==> src/rtl/crc8_frame_checker_pkg.sv <==
// crc8_frame_checker_pkg: shared constants, state encoding and LFSR step
// for the serial CRC-8 receive checker.
package crc8_frame_checker_pkg;

   localparam logic [7:0] CRC8_POLY = 8'h31;
   localparam logic [7:0] CRC8_INIT = 8'h00;

   typedef enum logic [1:0] {
      IDLE    = 2'd0,
      PAYLOAD = 2'd1,
      CRCF    = 2'd2
   } state_t;

   // One MSB-first LFSR step, implicit x^8 term
   function automatic logic [7:0] crc8_step(
      input logic [7:0] crc,
      input logic       b,
      input logic [7:0] poly
   );
      logic inv;
      inv = b ^ crc[7];
      return {crc[6:0], 1'b0} ^ (inv ? poly : 8'h00);
   endfunction

endpackage

==> src/rtl/crc8_frame_checker_lfsr.sv <==
// crc8_frame_checker_lfsr: bit-serial CRC-8 LFSR with synchronous
// init load; crc_next exposes the value the register takes next edge.
module crc8_frame_checker_lfsr
   import crc8_frame_checker_pkg::*;
#(
   parameter logic [7:0] POLY = CRC8_POLY,
   parameter logic [7:0] INIT = CRC8_INIT
) (
   input  logic       clock,
   input  logic       reset,
   input  logic       en,
   input  logic       load,
   input  logic       bit_in,
   output logic [7:0] crc,
   output logic [7:0] crc_next
);

   logic [7:0] base;

   // Load selects the init value as the base the step is applied to
   always_comb begin
      base     = load ? INIT : crc;
      crc_next = en ? crc8_step(base, bit_in, POLY) : base;
   end

   // LFSR state register
   always_ff @(posedge clock or posedge reset) begin
      if (reset) begin
         crc <= INIT;
      end else begin
         crc <= crc_next;
      end
   end

endmodule

==> config.mk <==
export PLATFORM = sky130hd
export DESIGN_NAME = crc8_frame_checker_lfsr
export DESIGN_NICKNAME = d
export VERILOG_FILES = /design/src/rtl/crc8_frame_checker_pkg.sv /design/src/rtl/crc8_frame_checker_lfsr.sv
export SDC_FILE = /design/constraint.sdc
export NUM_CORES = 1
export LEC_CHECK = 0
export ABC_AREA = 1
export CORE_AREA = 2 2 39 41
export DETAILED_ROUTE_END_ITERATION = 10
export DIE_AREA = 0 0 41 43
export GPL_TIMING_DRIVEN = 0
export PLACE_DENSITY = 0.66
export REMOVE_ABC_BUFFERS = 1
export SLEW_MARGIN = 20
export SYNTH_ARGS = -nofsm -noshare
export SYNTH_HDL_FRONTEND = slang
export SYNTH_SLANG_ARGS = --single-unit
==> constraint.sdc <==
create_clock -name clock -period 1.5 [get_ports clock]
set_input_delay 0.15 -clock clock [delete_from_list [all_inputs] [get_ports clock]]
set_output_delay 0.15 -clock clock [all_outputs]
set_load 0.01 [all_outputs]
== Word level (Yosys, flattened, before mapping) ==
Cells that the tools add are included.
Storage, ports and cells
  memories: 0
  bits in registers: 8
  bits in latches: 0
  output and inout bits: 16
  memory bits (read-only): 0
  bits in writable memories: 0
  input bits: 5
Operators by class
  shifts and indexed selects: 0
  muxes and demuxes: 3
  multipliers: 0
  reductions and logical operators: 0
  equality and inequality tests: 0
  add/subtract/negate cells: 0
  bitwise logic cells: 2
  div/mod/pow operators: 0
  $lt $le $gt $ge: 0
Operator list (number)
  8-bit 2-to-1 mux: 2
  8-bit by 6-bit bitwise XOR with 8-bit output: 1
  6-bit 2-to-1 mux: 1
  1-bit bitwise XOR: 1

== Logic depth before layout (Yosys ltp) ==
Gate-level depths: netlist (run 1).
  depth after elaboration: 5
  depth in mapped cells: 6

== Worst setup path before layout (run 1) ==
Ideal clock, no wire load.
  path kind: reg2out
  from: reg crc[7]
  to: out crc_next[5]
  data arrival time: 0.854 ns
  path slack: 0.496 ns
  cell stages (with the launch flop): 5
  cells stage by stage: dfrtp_1 > nand2_1 > nand2_1 > nand3_2 > o21ai_2
Between the ends
  longest elaborated chain between the ends: 5
RTL lines
  from (decl): RTL line crc8_frame_checker_lfsr.sv:14  | output logic [7:0] crc,
  from (signal assigned): RTL line crc8_frame_checker_lfsr.sv:31  | crc <= crc_next;
  8-bit 2-to-1 mux: RTL line crc8_frame_checker_lfsr.sv:22  | base = load ? INIT : crc;
  1-bit bitwise XOR: RTL line crc8_frame_checker_pkg.sv:21  | inv = b ^ crc[7];
  6-bit 2-to-1 mux: RTL line crc8_frame_checker_pkg.sv:22  | return {crc[6:0], 1'b0} ^ (inv ? poly : 8'h00);
  8-bit by 6-bit bitwise XOR with 8-bit output: RTL line crc8_frame_checker_pkg.sv:22
  8-bit 2-to-1 mux: RTL line crc8_frame_checker_lfsr.sv:23  | crc_next = en ? crc8_step(base, bit_in, POLY) : base;
  to (decl): RTL line crc8_frame_checker_lfsr.sv:15  | output logic [7:0] crc_next
No other way between the ends.

== Final worst setup path (run 1) ==
  from: reg crc[7]
  to: out crc_next[0]
The elaborated chain is that of the path after synthesis.

==> metrics.yaml, run 1 <==
outcome: "complete, no violations"
ys.warnings.count: 0
postCtsHoldBufs: 0
finalWorstSetupSlack_ps: 70.10
min_period_over_period_pct: 95.33
viasPerCell: 4.432
netlist_area_um2: 421.7
regToRegEndpoint: "crc[5]"
final_hold_viol_count: 0
slew_headroom_pct: 73.79
cts_tree: "done"
grt_max_degree: 10
slew_violations: 0
clk_pin_slew_worst_paths_ps: 50
arrival_ps: 1280
ir_worst_vdd_mv: 0.5761
ys_ff_latch: 8
diodes: 0
synth_top_area_cell: "dfrtp_1"
endpoint_kind: "primary output"
first_pass_iters: 2
max_cap_viol_count: 0
io_buffers: 20
fill_cells: 140
critical_path_class: "flip-flop to primary output"
fp.dieH_um: 43
leakage_nw: 0.3391
p_seq_share_pct: 46.4
root_buffer: "clkbuf_4"
initial_utilization_pct: 30.47
power_frac_comb_pct: 22.5
syn_area_per_cell_um2: 8.971
clk_path_buf_depth: 2
globalRouteOverflowTotal: 0
holdWs_ps: 141.8
rr_worst_depth: 6
synth-main-ff-cell: "dfrtp_1"
max_freq_mhz: 699.4
fp-row-count: 14
place_hpwl_um: 636.1
p_sw_mw: 0.1351
synth_edf_count: 0
yosys-top-cells-area: "dfrtp_1, nand3_1, nand2_1, nand3_2, o21ai_1"
seq_area_frac_synth_pct: 47.48
reg_top3: "crc: 8 flops"
die_area_um2: 1763
place_congestion: 0.7355
setup.worst_path.start: "crc[7]"
top_register: "crc"
yosys-top-cells-count: "nand2_1, nand3_1, dfrtp_1"
fin_crit_ps: 1430
worstMarginPinSlew_ps: 393.2
wire_per_inst_um: 9.909
fin_skew_ps: 6.353
crit_path_start_kind: "flip-flop"
drive_gt1_share_pct: 27.78
swShare_pct: 26.40
postRouteAntennaNets: 0
yosysTopAreaCellShare_pct: 47.48
grt_pass1_wl_mm: 1.380
htreeDepth: 1
setup_viol: 0
grtUsageTotal_pct: 12.11
synthToLayoutAreaGrowth_pct: 56.68
die_w_um: 41
drt-total-wl_um: 872
cts.sinks: 8
drc: 0
synthDistinctLibCells: 13
p_per_area_nw_per_um2: 774.6
largest_reg_flops: 8
clkPwrFrac_pct: 31.1
numCtsBuffers: 3
cp.required_ps: 1350
pin_count: 21
ys_async_sr_fraction_pct: 100.0
r2r_slack_ps: 410
fin_nets: 79
grt_antenna_before_repair: 0
core_area_um2: 1384
min_path_type: "primary input to async pin"
grt_pass1_vias: 337
r2r-start: "crc[7]"
preCtsSetupSlack_ps: -464.0
final_util_pct: 47.74
worstPathMaxFanout: 4
drt_iter0_markers: 2
yosysMostFrequentCell: "nand2_1"
worstSkewPairLatency_ps: 250
syn_inst: 47
via_count: 390
p_int_mw: 0.3766
## how the worst max path moves through the flow
stage	to	slack (ps)	cells after the start
6_report	crc_next[0]	70	5
5_1_grt	crc_next[0]	-3	5
4_1_cts	crc_next[5]	-10	5
3_5_place_dp	crc_next[5]	-460	7
3_3_place_gp	crc_next[5]	-460	7
2_1_floorplan	crc_next[5]	490	4
## per-layer routing
layer  wire length, um  share of wire (%)  global-route usage (%)  vias to the layer above
met5                 0                  0                       0                        -
met4                 0                  0                   4.000                        0
met3                76                8.7                   7.853                        0
met2               399                 46                   17.19                       13
met1               395                 45                   14.38                      168
li1                  -                  -                       -                      209
## kinds of logic after synthesis
kind of cell	after synthesis	share of synthesized area (%)
flops	8	47.48
compound gates	7	10.09
simple gates	24	30.27
buf+inv	8	12.16
## through the flow
stage | TNS (ps) | std cells | power [mW] | area [um^2]
after floorplan | 0 | 45 | 0.2891 | 395.4
after global placement | -2863 | 81 | 0.3560 | 615.6
after detailed placement | -2952 | 81 | 0.3569 | 615.6
after CTS | -17.91 | 86 | 0.5222 | 650.6
after global routing | -6.613 | 88 | 0.5419 | 660.6
final | 0 | 88 | 0.5117 | 660.6
## critical path, stage by stage, from the launching register on
cell             delay [ps]
dfrtp_1                 400
nand2_2                  80
nand2_1                  90
nand3_2                 110
o21ai_2                 100
clkdlybuf4s15_2         240
## repair_timing
item                                    in CTS  in global routing
endpoints found under the setup margin       8                  3
pin swaps                                    0                  3
endpoints found under the hold margin        0                  0
buffers inserted                             2                  2
resized for setup                           18                  5
## cells in the final DEF (no fill, tap or decap)
cell type         n
o21ai_1           4
buf_4             4
nand2_1          10
inv_4             2
dlygate4sd2_1     6
clkdlybuf4s50_1  10
nand2_4           1
clkdlybuf4s15_1   1
buf_2             2
o21ai_2           3
nand3_1           9
dfrtp_1           8
clkdlybuf4s15_2   1
nand2_2           1
nand3_2           3
clkbuf_4          3
inv_1             4
## final cells by class
cell class	count	area [um^2]	area share (%)
timing repair buffer	24	214.0	32.39
sequential	8	200.2	30.30
multi-input combinational	31	176.4	26.70
inverter	6	27.53	4.167
clock buffer	3	22.52	3.409
tap	16	20.02	3.030
## power by group through the flow
stage / logic [mW] / clock network (mW) / registers [mW]
floorplan: 0.0431 / 0 / 0.246
global placement: 0.115 / 0 / 0.241
detailed placement: 0.116 / 0 / 0.241
CTS: 0.114 / 0.171 / 0.238
global route: 0.126 / 0.177 / 0.239
finish: 0.115 / 0.159 / 0.237
Power figures use the tool's default switching activity.
==> run 2, diff against run 1 <==
--- a/config.mk
+++ b/config.mk
@@ -10,7 +10,7 @@
 export DETAILED_ROUTE_END_ITERATION = 10
 export DIE_AREA = 0 0 41 43
 export GPL_TIMING_DRIVEN = 0
-export PLACE_DENSITY = 0.66
+export PLACE_DENSITY = 0.69
 export REMOVE_ABC_BUFFERS = 1
 export SLEW_MARGIN = 20
 export SYNTH_ARGS = -nofsm -noshare
==> metrics.yaml, run 2 (synthesized netlist as in run 1, its figures left out) <==
met3_usage_pct: 3.141  # -4.7 points
p_per_area_nw_per_um2: 766.1  # -1.1%
grt_antenna_before_repair: 0  # unchanged
initial_utilization_pct: 30.47  # unchanged
fin_skew_ps: 3.229  # -3.124 ps
clk_path_buf_depth: 2  # unchanged
fp.dieH_um: 43  # unchanged
fill_cells: 141  # +0.71%
final_hold_viol_count: 0  # unchanged
clk_pin_slew_worst_paths_ps: 60  # about the same
numCtsBuffers: 3  # unchanged
setup_viol: 0  # unchanged
slew_headroom_pct: 79.25  # +5.5 points
top_register: "crc"
viasPerCell: 4.551  # +2.7%
die_w_um: 41  # unchanged
ir_worst_vdd_mv: 0.3067  # -47%
rsz0062_at_grt: "no"
r2r-start: "crc[7]"
worstSkewPairLatency_ps: 250  # about the same
reg_top3: "crc: 8 flops"
busiest_layer: "met2"
sequential_cell_area_um2: 200.2  # unchanged
worstPathMaxFanout: 3  # -1
drt_iter0_markers: 2  # unchanged
grt_util_met1_pct: 16.78  # +2.4 points
drc: 0  # unchanged
postRouteAntennaNets: 0  # unchanged
outcome: "complete, no violations"
slew_violations: 0  # unchanged
die_area_um2: 1763  # unchanged
final_util_pct: 49.37  # +1.6 points
postCtsHoldBufs: 0  # unchanged
diodes: 0  # unchanged
cts_tree: "done"
root_buffer: "clkbuf_4"
endpoint_kind: "primary output"
grt_pass1_wl_mm: 1.580  # +14%
core_area_um2: 1384  # unchanged
setup.worst_path.start: "bit_in"
max_freq_mhz: 699.0  # about the same
place_congestion: 0.6629  # -9.9%
finalWorstSetupSlack_ps: 69.44  # -0.6586 ps
drt-total-wl_mm: 1.000  # +15%
htreeDepth: 1  # unchanged
fp-row-count: 14  # unchanged
grt_pass1_vias: 397  # +18%
grt_max_degree: 10  # unchanged
via_count: 405  # +3.8%
max_cap_viol_count: 0  # unchanged
multiInputGateArea_um2: 196.4  # +11%
grtUsageMet2_pct: 20.63  # +3.4 points
grtUsageTotal_pct: 13.35  # +1.2 points
fin_crit_ps: 1431  # +0.6586 ps
place_hpwl_um: 709.5  # +12%
synthToLayoutAreaGrowth_pct: 62.02
worstMarginPinSlew_ps: 310.9  # -82.31 ps
pin_count: 21  # unchanged
min_path_type: "primary input to async pin"
drive_gt1_share_pct: 31.51  # +3.7 points
rr_worst_depth: 6  # unchanged
largest_reg_flops: 8  # unchanged
final_cell_mix: "nand2_1, clkdlybuf4s50_1, nand3_1, dfrtp_1, dlygate4sd2_1"
leakage_nw: 0.3500  # +3.2%
cts.sinks: 8  # unchanged
min_period_over_period_pct: 95.37  # about the same
preCtsSetupSlack_ps: -454.0  # +9.948 ps
critical_path_class: "primary input to primary output"
crit_path_start_kind: "primary input"
fin_nets: 80  # +1.3%
fin_tns_setup_ps: 0  # unchanged
arrival_ps: 1280  # about the same
globalRouteOverflowTotal: 0  # unchanged
cp.required_ps: 1350  # about the same
first_pass_iters: 2  # unchanged
io_buffers: 20  # unchanged
wire_per_inst_um: 11.24  # +13%
[run 2: changes by cell type in the layout (fill, tap and decap cells not counted), sizes merged]
cell	change
clkdlybuf4s15	-1
buf	+2
[run 2: area by class of cell]
class | count | area share (%)
multi-input cells | 31 | 28.75
well taps | 16 | 2.930
repair buffers | 25 | 31.69
flip-flops and latches | 8 | 29.30
inverters | 6 | 4.029
clock buffers | 3 | 3.297
[run 2: power breakdown]
part	total, mW	leakage [nW]	switching (mW)	internal (mW)
sequential	0.237	0.107	0.00931	0.228
combinational	0.124	0.230	0.0635	0.0609
clock	0.162	0.0138	0.0707	0.0914
[run 2: worst max-delay path, cell delays in order]
cell,delay [ps]
clkdlybuf4s50_1,510
inv_1,90
nand2_1,120
nand3_4,110
o21ai_4,150
buf_2,150
[run 2: final timing paths]
check | slack [ps] | endpoint
worst max-delay path | 70 | crc_next[5]
worst min-delay path | 160 | crc[6]
worst max register to register | 380 | crc[5]
worst min register to register | 570 | crc[6]
max in group asynchronous | 1100 | crc[0]
min in group clock | 380 | crc[0]
[run 2: repair_timing]
item | in CTS | in global routing
resized for setup | 23 | 4
pin swaps | 2 | 1
setup buffers | 5 | 0
setup endpoints to repair | 8 | 3
[run 2: metrics by stage]
stage / instances / total power, mW / area (um^2) / hold WS [ps]
final: 89 / 0.5234 / 683.2 / 164.3
after global routing: 89 / 0.5585 / 683.2 / 180.7
after CTS: 89 / 0.5305 / 680.7 / 165.7
after detailed placement: 81 / 0.3572 / 615.6 / 432.9
after global placement: 81 / 0.3563 / 615.6 / 419.3
after floorplan: 45 / 0.2891 / 395.4 / -34.34
[run 2: per-layer routing]
layer / part of all wire [%] / up-vias / wire, um
li1: - / 210 / -
met1: 45 / 183 / 448
met2: 48 / 12 / 477
met3: 7.4 / 0 / 74
met4: 0 / 0 / 0
met5: 0 / - / 0
==> run 3, diff against run 2 <==
--- a/config.mk
+++ b/config.mk
@@ -7,6 +7,7 @@
 export LEC_CHECK = 0
 export ABC_AREA = 1
 export CORE_AREA = 2 2 39 41
+export CTS_CLUSTER_DIAMETER = 120
 export DETAILED_ROUTE_END_ITERATION = 10
 export DIE_AREA = 0 0 41 43
 export GPL_TIMING_DRIVEN = 0
==> results of run 3 <==
No change in the layout: final DEF, timing and power equal those of run 2.
